--- config.mk ---
export PLATFORM = sky130hd
export DESIGN_NAME = universal_shift_reg
export DESIGN_NICKNAME = d
export VERILOG_FILES = /design/src/rtl/universal_shift_reg.sv
export SDC_FILE = /design/constraint.sdc
export NUM_CORES = 1
export LEC_CHECK = 0
export CAP_MARGIN = 15
export CORE_AREA = 2 2 48 59
export DETAILED_ROUTE_END_ITERATION = 8
export DIE_AREA = 0 0 50 61
export MAX_ROUTING_LAYER = met4
export PLACE_DENSITY = 0.82
export SKIP_CTS_REPAIR_TIMING = 1
export SYNTH_ARGS = -nofsm -noshare
export SYNTH_HDL_FRONTEND = slang
export SYNTH_SLANG_ARGS = --single-unit
--- constraint.sdc ---
create_clock -name clk_i -period 2 [get_ports clk_i]
set_input_delay 0.6 -clock clk_i [delete_from_list [all_inputs] [get_ports clk_i]]
set_output_delay 0.6 -clock clk_i [all_outputs]
set_load 0.05 [all_outputs]
--- src/rtl/universal_shift_reg.sv ---
// Universal shift register: WIDTH-bit register with clock enable, parallel load,
// logical/arithmetic shifts, rotates, synchronous clear and a saturating count of
// shifts since the last load/clear/reset. Complement, serial-out and zero flags
// are taken straight from the registered value, so they add no latency.
module universal_shift_reg #(
    parameter int unsigned      WIDTH     = 8,
    parameter logic [WIDTH-1:0] RESET_VAL = '0,
    parameter int unsigned      CNT_W     = 4
) (
    input  logic             clk_i,
    input  logic             rst_i,        // asynchronous, active-low
    input  logic             enable_i,
    input  logic [2:0]       mode_i,
    input  logic [WIDTH-1:0] d_i,
    input  logic             sin_l_i,
    input  logic             sin_r_i,
    output logic [WIDTH-1:0] q_o,
    output logic [WIDTH-1:0] qbar_o,
    output logic             sout_l_o,
    output logic             sout_r_o,
    output logic [CNT_W-1:0] shift_cnt_o,
    output logic             zero_o
);

    localparam logic [2:0] M_HOLD = 3'b000;
    localparam logic [2:0] M_LOAD = 3'b001;
    localparam logic [2:0] M_SHL  = 3'b010;
    localparam logic [2:0] M_SHR  = 3'b011;
    localparam logic [2:0] M_ROL  = 3'b100;
    localparam logic [2:0] M_ROR  = 3'b101;
    localparam logic [2:0] M_ASR  = 3'b110;
    localparam logic [2:0] M_CLR  = 3'b111;

    localparam logic [CNT_W-1:0] CNT_ONE = {{(CNT_W-1){1'b0}}, 1'b1};
    localparam logic [CNT_W-1:0] CNT_MAX = {CNT_W{1'b1}};

    logic [WIDTH-1:0] q_q, q_d;
    logic [CNT_W-1:0] cnt_q, cnt_d;
    logic [CNT_W-1:0] cnt_sat;

    // Counter increments but sticks at all-ones instead of wrapping.
    always_comb begin
        cnt_sat = (cnt_q == CNT_MAX) ? cnt_q : cnt_q + CNT_ONE;
    end

    // Next-state selection; anything not enabled or not a legal mode holds.
    always_comb begin
        q_d   = q_q;
        cnt_d = cnt_q;
        if (enable_i) begin
            case (mode_i)
                M_HOLD: begin
                    q_d   = q_q;
                    cnt_d = cnt_q;
                end
                M_LOAD: begin
                    q_d   = d_i;
                    cnt_d = '0;
                end
                M_SHL: begin
                    q_d   = {q_q[WIDTH-2:0], sin_l_i};
                    cnt_d = cnt_sat;
                end
                M_SHR: begin
                    q_d   = {sin_r_i, q_q[WIDTH-1:1]};
                    cnt_d = cnt_sat;
                end
                M_ROL: begin
                    q_d   = {q_q[WIDTH-2:0], q_q[WIDTH-1]};
                    cnt_d = cnt_sat;
                end
                M_ROR: begin
                    q_d   = {q_q[0], q_q[WIDTH-1:1]};
                    cnt_d = cnt_sat;
                end
                M_ASR: begin
                    q_d   = {q_q[WIDTH-1], q_q[WIDTH-1:1]};
                    cnt_d = cnt_sat;
                end
                M_CLR: begin
                    // Clear goes to zero, not to the reset value.
                    q_d   = '0;
                    cnt_d = '0;
                end
                default: begin
                    q_d   = q_q;
                    cnt_d = cnt_q;
                end
            endcase
        end
    end

    // State registers; reset restores RESET_VAL and zeroes the shift count.
    always_ff @(posedge clk_i or negedge rst_i) begin
        if (!rst_i) begin
            q_q   <= RESET_VAL;
            cnt_q <= '0;
        end else begin
            q_q   <= q_d;
            cnt_q <= cnt_d;
        end
    end

    // Derived outputs come directly from the registered value.
    always_comb begin
        q_o         = q_q;
        qbar_o      = ~q_q;
        sout_l_o    = q_q[WIDTH-1];
        sout_r_o    = q_q[0];
        shift_cnt_o = cnt_q;
        zero_o      = (q_q == '0);
    end

endmodule

==> results of run 1 <==
## power by group
part / internal (mW) / switching, mW / total, mW
logic: 0.417 / 0.624 / 1.04
registers: 0.315 / 0.114 / 0.429
clock network: 0.0772 / 0.0859 / 0.163
total: 0.809 / 0.824 / 1.63
## critical path, cell delays in order
cell	delay, ns
clkdlybuf4s50_1	0.52
buf_4	0.22
mux2i_1	0.22
nor2_1	0.06
a221o_1	0.26
a22o_1	0.23
## layer usage
layer | part of all wire, % | up-vias | track usage (%)
met5 | 0 | - | -
met4 | 0.70 | 0 | 5.16
met3 | 4.0 | 4 | 3.45
met2 | 55 | 41 | 40.2
met1 | 40 | 479 | 22.1
li1 | - | 483 | -
## cell families (layout without fill, tap and decap cells)
group	count (synthesis)	after routing	share of synthesized area, %
and+or+nand+nor	27	27	14.1
buffers and inverters	20	71	11.5
xor gates and xnor gates	2	2	2.65
DFF	12	12	31.8
adders and majority gates	1	1	1.33
AOI/OAI and AO/OA	34	34	28.5
muxes	9	9	10.1
## worst paths after layout
| path | from | to | depth (start not counted) |
|---|---|---|---|
| min in group asynchronous | rst_i | shift_cnt_o[3]$_DFFE_PN0P_ | 1 |
| max in group asynchronous | rst_i | q_o[4]$_DFFE_PN0P_ | 1 |
| min reg2reg | shift_cnt_o[1]$_DFFE_PN0P_ | shift_cnt_o[1]$_DFFE_PN0P_ | 2 |
| min | shift_cnt_o[1]$_DFFE_PN0P_ | shift_cnt_o[1]$_DFFE_PN0P_ | 2 |
| max | mode_i[0] | q_o[4]$_DFFE_PN0P_ | 6 |
| max reg2reg | shift_cnt_o[0]$_DFFE_PN0P_ | shift_cnt_o[0]$_DFFE_PN0P_ | 5 |
## cells in the mapped netlist (all sizes together)
master | count | area share [%]
a211oi | 1 | 1.3
a21o | 1 | 0.80
a21oi | 5 | 2.7
a221o | 6 | 6.4
a22o | 7 | 6.5
a2bb2oi | 1 | 0.93
a31oi | 2 | 1.3
a32o | 1 | 1.1
a41oi | 1 | 0.93
and3 | 1 | 0.66
buf | 6 | 6.0
clkbuf | 1 | 0.40
dfrtp | 12 | 32
ha | 1 | 1.3
inv | 13 | 5.2
mux2 | 1 | 1.6
mux2i | 8 | 8.5
nand2 | 10 | 4.8
nand2b | 2 | 1.3
nand3 | 1 | 0.53
nand4 | 2 | 1.3
nor2 | 9 | 3.6
nor3 | 1 | 0.53
nor3b | 1 | 1.3
o211a | 1 | 1.1
o21a | 1 | 0.80
o21ai | 5 | 2.7
o31ai | 2 | 2.1
xnor2 | 2 | 2.7
## cell usage in the layout, fill, tap and decap left out, types with 2 or more instances in the layout
cell type and n:
a21oi_1 5, a221o_1 6, a22o_1 7, a31oi_1 2, buf_12 9, buf_4 30
clkbuf_4 3, clkdlybuf4s50_1 14, clkinvlp_4 8, dfrtp_1 4, dfrtp_2 8, inv_1 5
mux2i_1 8, nand2_1 9, nand2b_1 2, nand4_1 2, nor2_1 8, o21ai_0 3
o21ai_1 2
## flip-flops by register name, indices dropped and copies added, names as in the netlist
signal / count
q_o: 8
shift_cnt_o: 4
## through the flow
step                      util (%)  area, sq um
after global placement        61.7         1530
after floorplan                  -          991
after global routing          62.8         1560
after detailed placement      61.7         1530
after CTS                     62.7         1550
final                         62.8         1560
## area by class of cell
class                   instances  area, sq um  area share, %
clock buffers                   4         26.3           1.69
inverters                      13         78.8           5.06
multi-input cells              73          542           34.8
flip-flops and latches         12          310           19.9
well taps                      33         41.3           2.65
repair buffers                 54          558           35.9
==> impl_metrics.json, run 1 <==
{
  "antenna_found_initial": 0,
  "area_growth_pct": 65.0,
  "cts.sinks": 12,
  "grt_pass1_vias": 1008,
  "fin_skew_ns": 0.00349,
  "path_clk_slew_ns": 0.08,
  "wl_per_cell_um": 15.1,
  "num_antenna_cells": 0,
  "whs_ns": 0.585,
  "drc": 0,
  "p_leak_nw": 0.720,
  "row_count": 20,
  "hpwl_um": 2330,
  "maxCapViolCount": 0,
  "max_freq_mhz": 515,
  "placeableCoreArea_sq_mm": 0.00248,
  "viasPerCell": 5.33,
  "max_slew_margin_pct": 58.5,
  "crit_fanout": 11,
  "avgSynthCellArea_sq_um": 8.98,
  "yosysWarnings": 0,
  "initialDrtViolationCount": 31,
  "pwr_density_cell_mw_per_mm2": 1050,
  "htree_levels": 1,
  "tns_ns": 0,
  "via_count": 1007,
  "drive_gt1_share_pct": 41.7,
  "maxSlewViolCount": 0,
  "hold_viol_final": 0,
  "antenna_left": 0,
  "grt_util_all_layers_pct": 20.9,
  "hold_class": "reg2reg",
  "nets": 174,
  "ir_worst_vdd_mv": 0.763,
  "cp.required_ns": 2.16,
  "ys_ff_latch": 12,
  "status": "complete, no violations",
  "die_y_um": 61,
  "synth_cell_types": 34,
  "place_ws_ns": -0.302,
  "crit_type": "in2reg",
  "cts_tree": "yes",
  "final_cells": 189,
  "r2r_setup_slack_ns": 0.36,
  "critPathLaunchType": "input pin",
  "fp.dieW_um": 50,
  "grt_pass1_wl_um": 4680,
  "wl_um": 2860,
  "port_buffers": 38,
  "overflow": 0,
  "synthCells": 105,
  "io_pins": 39,
  "root_buffer": "clkbuf_4",
  "worst_pin_slew_ns": 0.621,
  "first_pass_iters": 4,
  "synth_nets": 122,
  "end_kind": "flip-flop",
  "period_share_pct": 97.1,
  "rsz0062_at_grt": "no",
  "grt_max_degree": 13,
  "cts_max_path_buffers": 2,
  "placedCellCount": 185,
  "design.die.area_sq_mm": 0.00305,
  "yosysSeqAreaShare_pct": 31.8,
  "fillers": 201,
  "clk_latency_ns": 0.27,
  "finalSetupViolCount": 0,
  "worstPathArrival_ns": 2.10,
  "gp_congestion": 0.862,
  "synth_area_sq_um": 943,
  "post-route-min-period_ns": 1.94,
  "total_power_mw": 1.63,
  "floorplan.initialDensity_pct": 38.1,
  "numCtsBuffers": 3,
  "layout_setup_ws_ns": 0.0588
}
Power figures use the tool's default switching activity.
==> inputs of run 2 (changes only) <==
--- a/config.mk
+++ b/config.mk
@@ -5,8 +5,8 @@
 export SDC_FILE = /design/constraint.sdc
 export NUM_CORES = 1
 export LEC_CHECK = 0
-export CAP_MARGIN = 15
 export CORE_AREA = 2 2 48 59
+export CTS_BUF_LIST = sky130_fd_sc_hd__clkbuf_8
 export DETAILED_ROUTE_END_ITERATION = 8
 export DIE_AREA = 0 0 50 61
 export MAX_ROUTING_LAYER = met4
==> impl_metrics.json, run 2 (same netlist as run 1, synthesis figures left out) <==
{
  "hold_depth": 2,
  "io_pins": 39,
  "use_met2_pct": 40.2,
  "maxCapViolCount": 0,
  "path_delay_family": "buffers and inverters",
  "p_leak_nw": 0.733,
  "placed_cell_area_sq_mm": 0.00153,
  "grtUsageMet3_pct": 3.45,
  "total_power_mw": 1.70,
  "grt_pass1_vias": 1010,
  "fillers": 200,
  "grt_max_degree": 13,
  "fp.dieW_um": 50,
  "final_cell_mix": "buf_4, clkdlybuf4s50_1, nand2_1, buf_12",
  "grt_pass1_wl_um": 4680,
  "port_buffers": 38,
  "clk_latency_ns": 0.24,
  "end_kind": "flip-flop",
  "r2r_start": "shift_cnt_o[0]$_DFFE_PN0P_",
  "floorplan.initialDensity_pct": 38.1,
  "crit_fanout": 7,
  "ir_worst_vdd_mv": 0.831,
  "tns_ns": 0,
  "hold_end": "shift_cnt_o[1]$_DFFE_PN0P_",
  "viasPerCell": 5.34,
  "mostFrequentLayoutCell": "buf_4",
  "r2r_setup_slack_ns": 0.31,
  "num_antenna_cells": 0,
  "r2r_cells": 5,
  "place_ws_ns": -0.302,
  "crit_type": "in2reg",
  "antenna_left": 0,
  "cp.buffers_inverters": 3,
  "whs_ns": 0.581,
  "final_cells": 189,
  "largest_register_ffs": 8,
  "overflow": 0,
  "cts_max_path_buffers": 2,
  "period_share_pct": 97.6,
  "cts.sinks": 12,
  "status": "complete, no violations",
  "placedCellCount": 185,
  "numCtsBuffers": 3,
  "hpwl_um": 2330,
  "row_count": 20,
  "wl_per_cell_um": 15.1,
  "finalSetupViolCount": 0,
  "via_count": 1009,
  "cp.required_ns": 2.12,
  "critPathLaunchType": "input pin",
  "top_usage_layer": "met2",
  "fin_skew_ns": 0.000345,
  "die_y_um": 61,
  "maxSlewViolCount": 0,
  "antenna_found_initial": 0,
  "utilization_pct": 63.7,
  "rsz0062_at_grt": "no",
  "htree_levels": 1,
  "placeableCoreArea_sq_mm": 0.00248,
  "max_freq_mhz": 512,
  "initialDrtViolationCount": 24,
  "design.die.area_sq_mm": 0.00305,
  "drc": 0,
  "cp_slowest_cell": "clkdlybuf4s50_1",
  "cts_tree": "yes",
  "worstPathArrival_ns": 2.08,
  "hold_viol_final": 0,
  "rr_endpoint": "shift_cnt_o[0]$_DFFE_PN0P_",
  "hold_class": "reg2reg",
  "cp_cell_sequence": "clkdlybuf4s50_1 -> buf_4 -> buf_4 -> nand2_1 -> a41oi_1 -> a211oi_2 -> mux2_4",
  "first_pass_iters": 4,
  "wl_um": 2860,
  "stdcell_area_sq_mm": 0.00158,
  "min_from": "shift_cnt_o[1]$_DFFE_PN0P_",
  "drive_gt1_share_pct": 41.7,
  "pwr_density_cell_mw_per_mm2": 1080,
  "path_clk_slew_ns": 0.05,
  "critPathMaxStageDelay_ns": 0.47,
  "grt_util_all_layers_pct": 20.9,
  "met1_usage_pct": 22.1,
  "max_slew_margin_pct": 58.7,
  "area_growth_pct": 67.4,
  "nets": 174,
  "worst_pin_slew_ns": 0.617,
  "root_buffer": "clkbuf_8",
  "layout_setup_ws_ns": 0.0483,
  "post-route-min-period_ns": 1.95,
  "gp_congestion": 0.862,
  "cp_common_cell": "buf_4"
}
==> run 2: cell count changes in the layout (fill, tap and decap cells not counted) <==
cell      before  now
o21ai_0        3    2
o21ai_1        2    3
clkbuf_4       3    0
buf_6          0    1
inv_1          5    6
clkbuf_1       1    0
clkbuf_8       0    3
buf_4         30   29
==> run 2: cell type report <==
class	instances	area, sq um	area share (%)
flip-flops and latches	12	310	19.7
well taps	33	41.3	2.61
repair buffers	54	562	35.6
clock buffers	3	41.3	2.61
inverters	13	78.8	4.99
clock inverters	1	3.75	0.238
multi-input cells	73	542	34.3
==> run 2: metal layers <==
| metal | part of all wire, % | vias to the layer above |
|---|---|---|
| met5 | 0 | - |
| met4 | 0.70 | 0 |
| met3 | 3.8 | 4 |
| met2 | 56 | 37 |
| met1 | 39 | 484 |
| li1 | - | 484 |
==> run 2: report_power, final <==
group | switching [mW] | internal (mW) | leakage (nW)
Clock | 0.0922 | 0.135 | 0.0269
Sequential | 0.114 | 0.316 | 0.141
Combinational | 0.624 | 0.418 | 0.565
Total | 0.830 | 0.869 | 0.733
==> run 2: worst min-delay path, stage by stage (launching register included) <==
cell and delay [ns]:
dfrtp_1 0.41, inv_1 0.07, mux2i_1 0.06
==> run 2: how the worst max path moves through the flow <==
stage / start / to / slack (ns) / cells after the start
after floorplan: shift_cnt_o[0]$_DFFE_PN0P_ / shift_cnt_o[0]$_DFFE_PN0P_ / 0.09 / 5
after global placement: mode_i[1] / q_o[0]$_DFFE_PN0P_ / -0.26 / 6
after detailed placement: mode_i[1] / q_o[0]$_DFFE_PN0P_ / -0.30 / 6
after CTS: mode_i[1] / q_o[0]$_DFFE_PN0P_ / -0.05 / 6
after global routing: mode_i[0] / q_o[4]$_DFFE_PN0P_ / 0.007 / 6
final: mode_i[2] / shift_cnt_o[0]$_DFFE_PN0P_ / 0.05 / 7
==> inputs of run 3 (changes only) <==
--- a/config.mk
+++ b/config.mk
@@ -12,6 +12,7 @@
 export MAX_ROUTING_LAYER = met4
 export PLACE_DENSITY = 0.82
 export SKIP_CTS_REPAIR_TIMING = 1
+export SKIP_LAST_GASP = 1
 export SYNTH_ARGS = -nofsm -noshare
 export SYNTH_HDL_FRONTEND = slang
 export SYNTH_SLANG_ARGS = --single-unit
==> constraint.sdc (replaced) <==
create_clock -name clk_i -period 2 [get_ports clk_i]
set_input_delay 0.3 -clock clk_i [delete_from_list [all_inputs] [get_ports clk_i]]
set_output_delay 0.3 -clock clk_i [all_outputs]
set_load 0.05 [all_outputs]
==> impl_metrics.json, run 3 (same netlist as run 1, synthesis figures left out) <==
{
  "cp.buffers_inverters": 2,
  "fin_skew_ns": 0.00711,
  "final_cell_mix": "clkdlybuf4s50_1, inv_1, dfrtp_1",
  "crit_type": "reg2out",
  "numCtsBuffers": 3,
  "cts_max_path_buffers": 2,
  "multi_input_area_sq_um": 537,
  "cts.sinks": 12,
  "stdcell_area_sq_mm": 0.00144,
  "utilization_pct": 58.3,
  "max_slew_margin_pct": 60.7,
  "port_buffers": 38,
  "critPathMaxStageDelay_ns": 0.80,
  "root_buffer": "clkbuf_8",
  "tns_ns": 0,
  "wl_um": 2590,
  "r2r_cells": 5,
  "grt_pass1_wl_um": 4430,
  "rr_endpoint": "shift_cnt_o[0]$_DFFE_PN0P_",
  "area_growth_pct": 53.0,
  "critPathLaunchType": "flip-flop",
  "fp.dieW_um": 50,
  "grt_pass1_vias": 989,
  "die_y_um": 61,
  "htree_levels": 1,
  "overflow": 0,
  "antenna_left": 0,
  "placedCellCount": 179,
  "cp_slowest_cell": "clkdlybuf4s50_1",
  "final_cells": 182,
  "maxCapViolCount": 0,
  "r2r_setup_slack_ns": 0.33,
  "antenna_found_initial": 0,
  "max_freq_mhz": 527,
  "path_clk_slew_ns": 0.06,
  "initialDrtViolationCount": 18,
  "finalSetupViolCount": 0,
  "layout_setup_ws_ns": 0.103,
  "viasPerCell": 5.34,
  "largest_register_ffs": 8,
  "end_kind": "output pin",
  "clk_latency_ns": 0.24,
  "hold_viol_final": 0,
  "p_leak_nw": 0.657,
  "placeableCoreArea_sq_mm": 0.00248,
  "gp_congestion": 0.913,
  "first_pass_iters": 4,
  "io_pins": 39,
  "via_count": 972,
  "hpwl_um": 2020,
  "row_count": 20,
  "cp_cell_sequence": "inv_1 -> clkdlybuf4s50_1",
  "rsz0062_at_grt": "no",
  "drive_gt1_share_pct": 14.8,
  "maxSlewViolCount": 0,
  "r2r_start": "shift_cnt_o[0]$_DFFE_PN0P_",
  "total_power_mw": 1.57,
  "drc": 0,
  "nets": 168,
  "num_antenna_cells": 0,
  "status": "complete, no violations",
  "hold_class": "in2async",
  "path_delay_family": "buffers and inverters",
  "post-route-min-period_ns": 1.90,
  "worstPathArrival_ns": 1.60,
  "grt_max_degree": 14,
  "placed_cell_area_sq_mm": 0.00140,
  "cp.required_ns": 1.70,
  "cts_tree": "yes",
  "ir_worst_vdd_mv": 0.701,
  "whs_ns": 0.436,
  "crit_fanout": 6,
  "period_share_pct": 94.8,
  "register_area_sq_um": 300,
  "design.die.area_sq_mm": 0.00305,
  "grt_util_all_layers_pct": 19.9,
  "place_ws_ns": -0.0152,
  "mostFrequentLayoutCell": "clkdlybuf4s50_1",
  "pwr_density_cell_mw_per_mm2": 1090,
  "worst_pin_slew_ns": 0.588,
  "wl_per_cell_um": 14.2,
  "floorplan.initialDensity_pct": 38.1,
  "fillers": 208
}
-- run 3: cell count changes in the layout (fill, tap and decap cells not counted), moves of 7 or more --
cell             change
clkinvlp_4           -8
buf_4               -19
clkdlybuf4s50_1     +22
buf_12               -7
dfrtp_2              -8
dfrtp_1              +8
inv_1                +7
-- run 3: layout make-up --
type / instances / share of cell area [%]
tap: 33 / 2.86
clock buffer: 3 / 2.86
timing repair buffer: 48 / 32.9
multi-input combinational: 73 / 37.2
inverter: 13 / 3.38
sequential: 12 / 20.8
-- run 3: where the power goes --
part	internal, mW	switching (mW)	total (mW)
Sequential	0.310	0.0965	0.406
Combinational	0.356	0.591	0.946
Clock	0.132	0.0863	0.219
-- run 3: how the worst max path moves through the flow --
| stage | startpoint | to | slack [ns] | cells after the start |
|---|---|---|---|---|
| floorplan | q_o[4]$_DFFE_PN0P_ | zero_o | 0.06 | 3 |
| CTS | q_o[0]$_DFFE_PN0P_ | qbar_o[0] | 0.08 | 2 |
| global route | q_o[0]$_DFFE_PN0P_ | qbar_o[0] | 0.03 | 2 |
| global placement | mode_i[2] | q_o[4]$_DFFE_PN0P_ | 0.05 | 5 |
| detailed placement | mode_i[2] | q_o[4]$_DFFE_PN0P_ | -0.02 | 5 |
| finish | q_o[0]$_DFFE_PN0P_ | qbar_o[0] | 0.10 | 2 |
-- run 3: metal layers --
| metal | part of all wire, % | vias up | global-route usage, % |
|---|---|---|---|
| met5 | 0 | - | - |
| li1 | - | 474 | - |
| met4 | 1.0 | 0 | 9.52 |
| met1 | 42 | 452 | 21.6 |
| met2 | 51 | 40 | 36.1 |
| met3 | 5.3 | 6 | 2.22 |
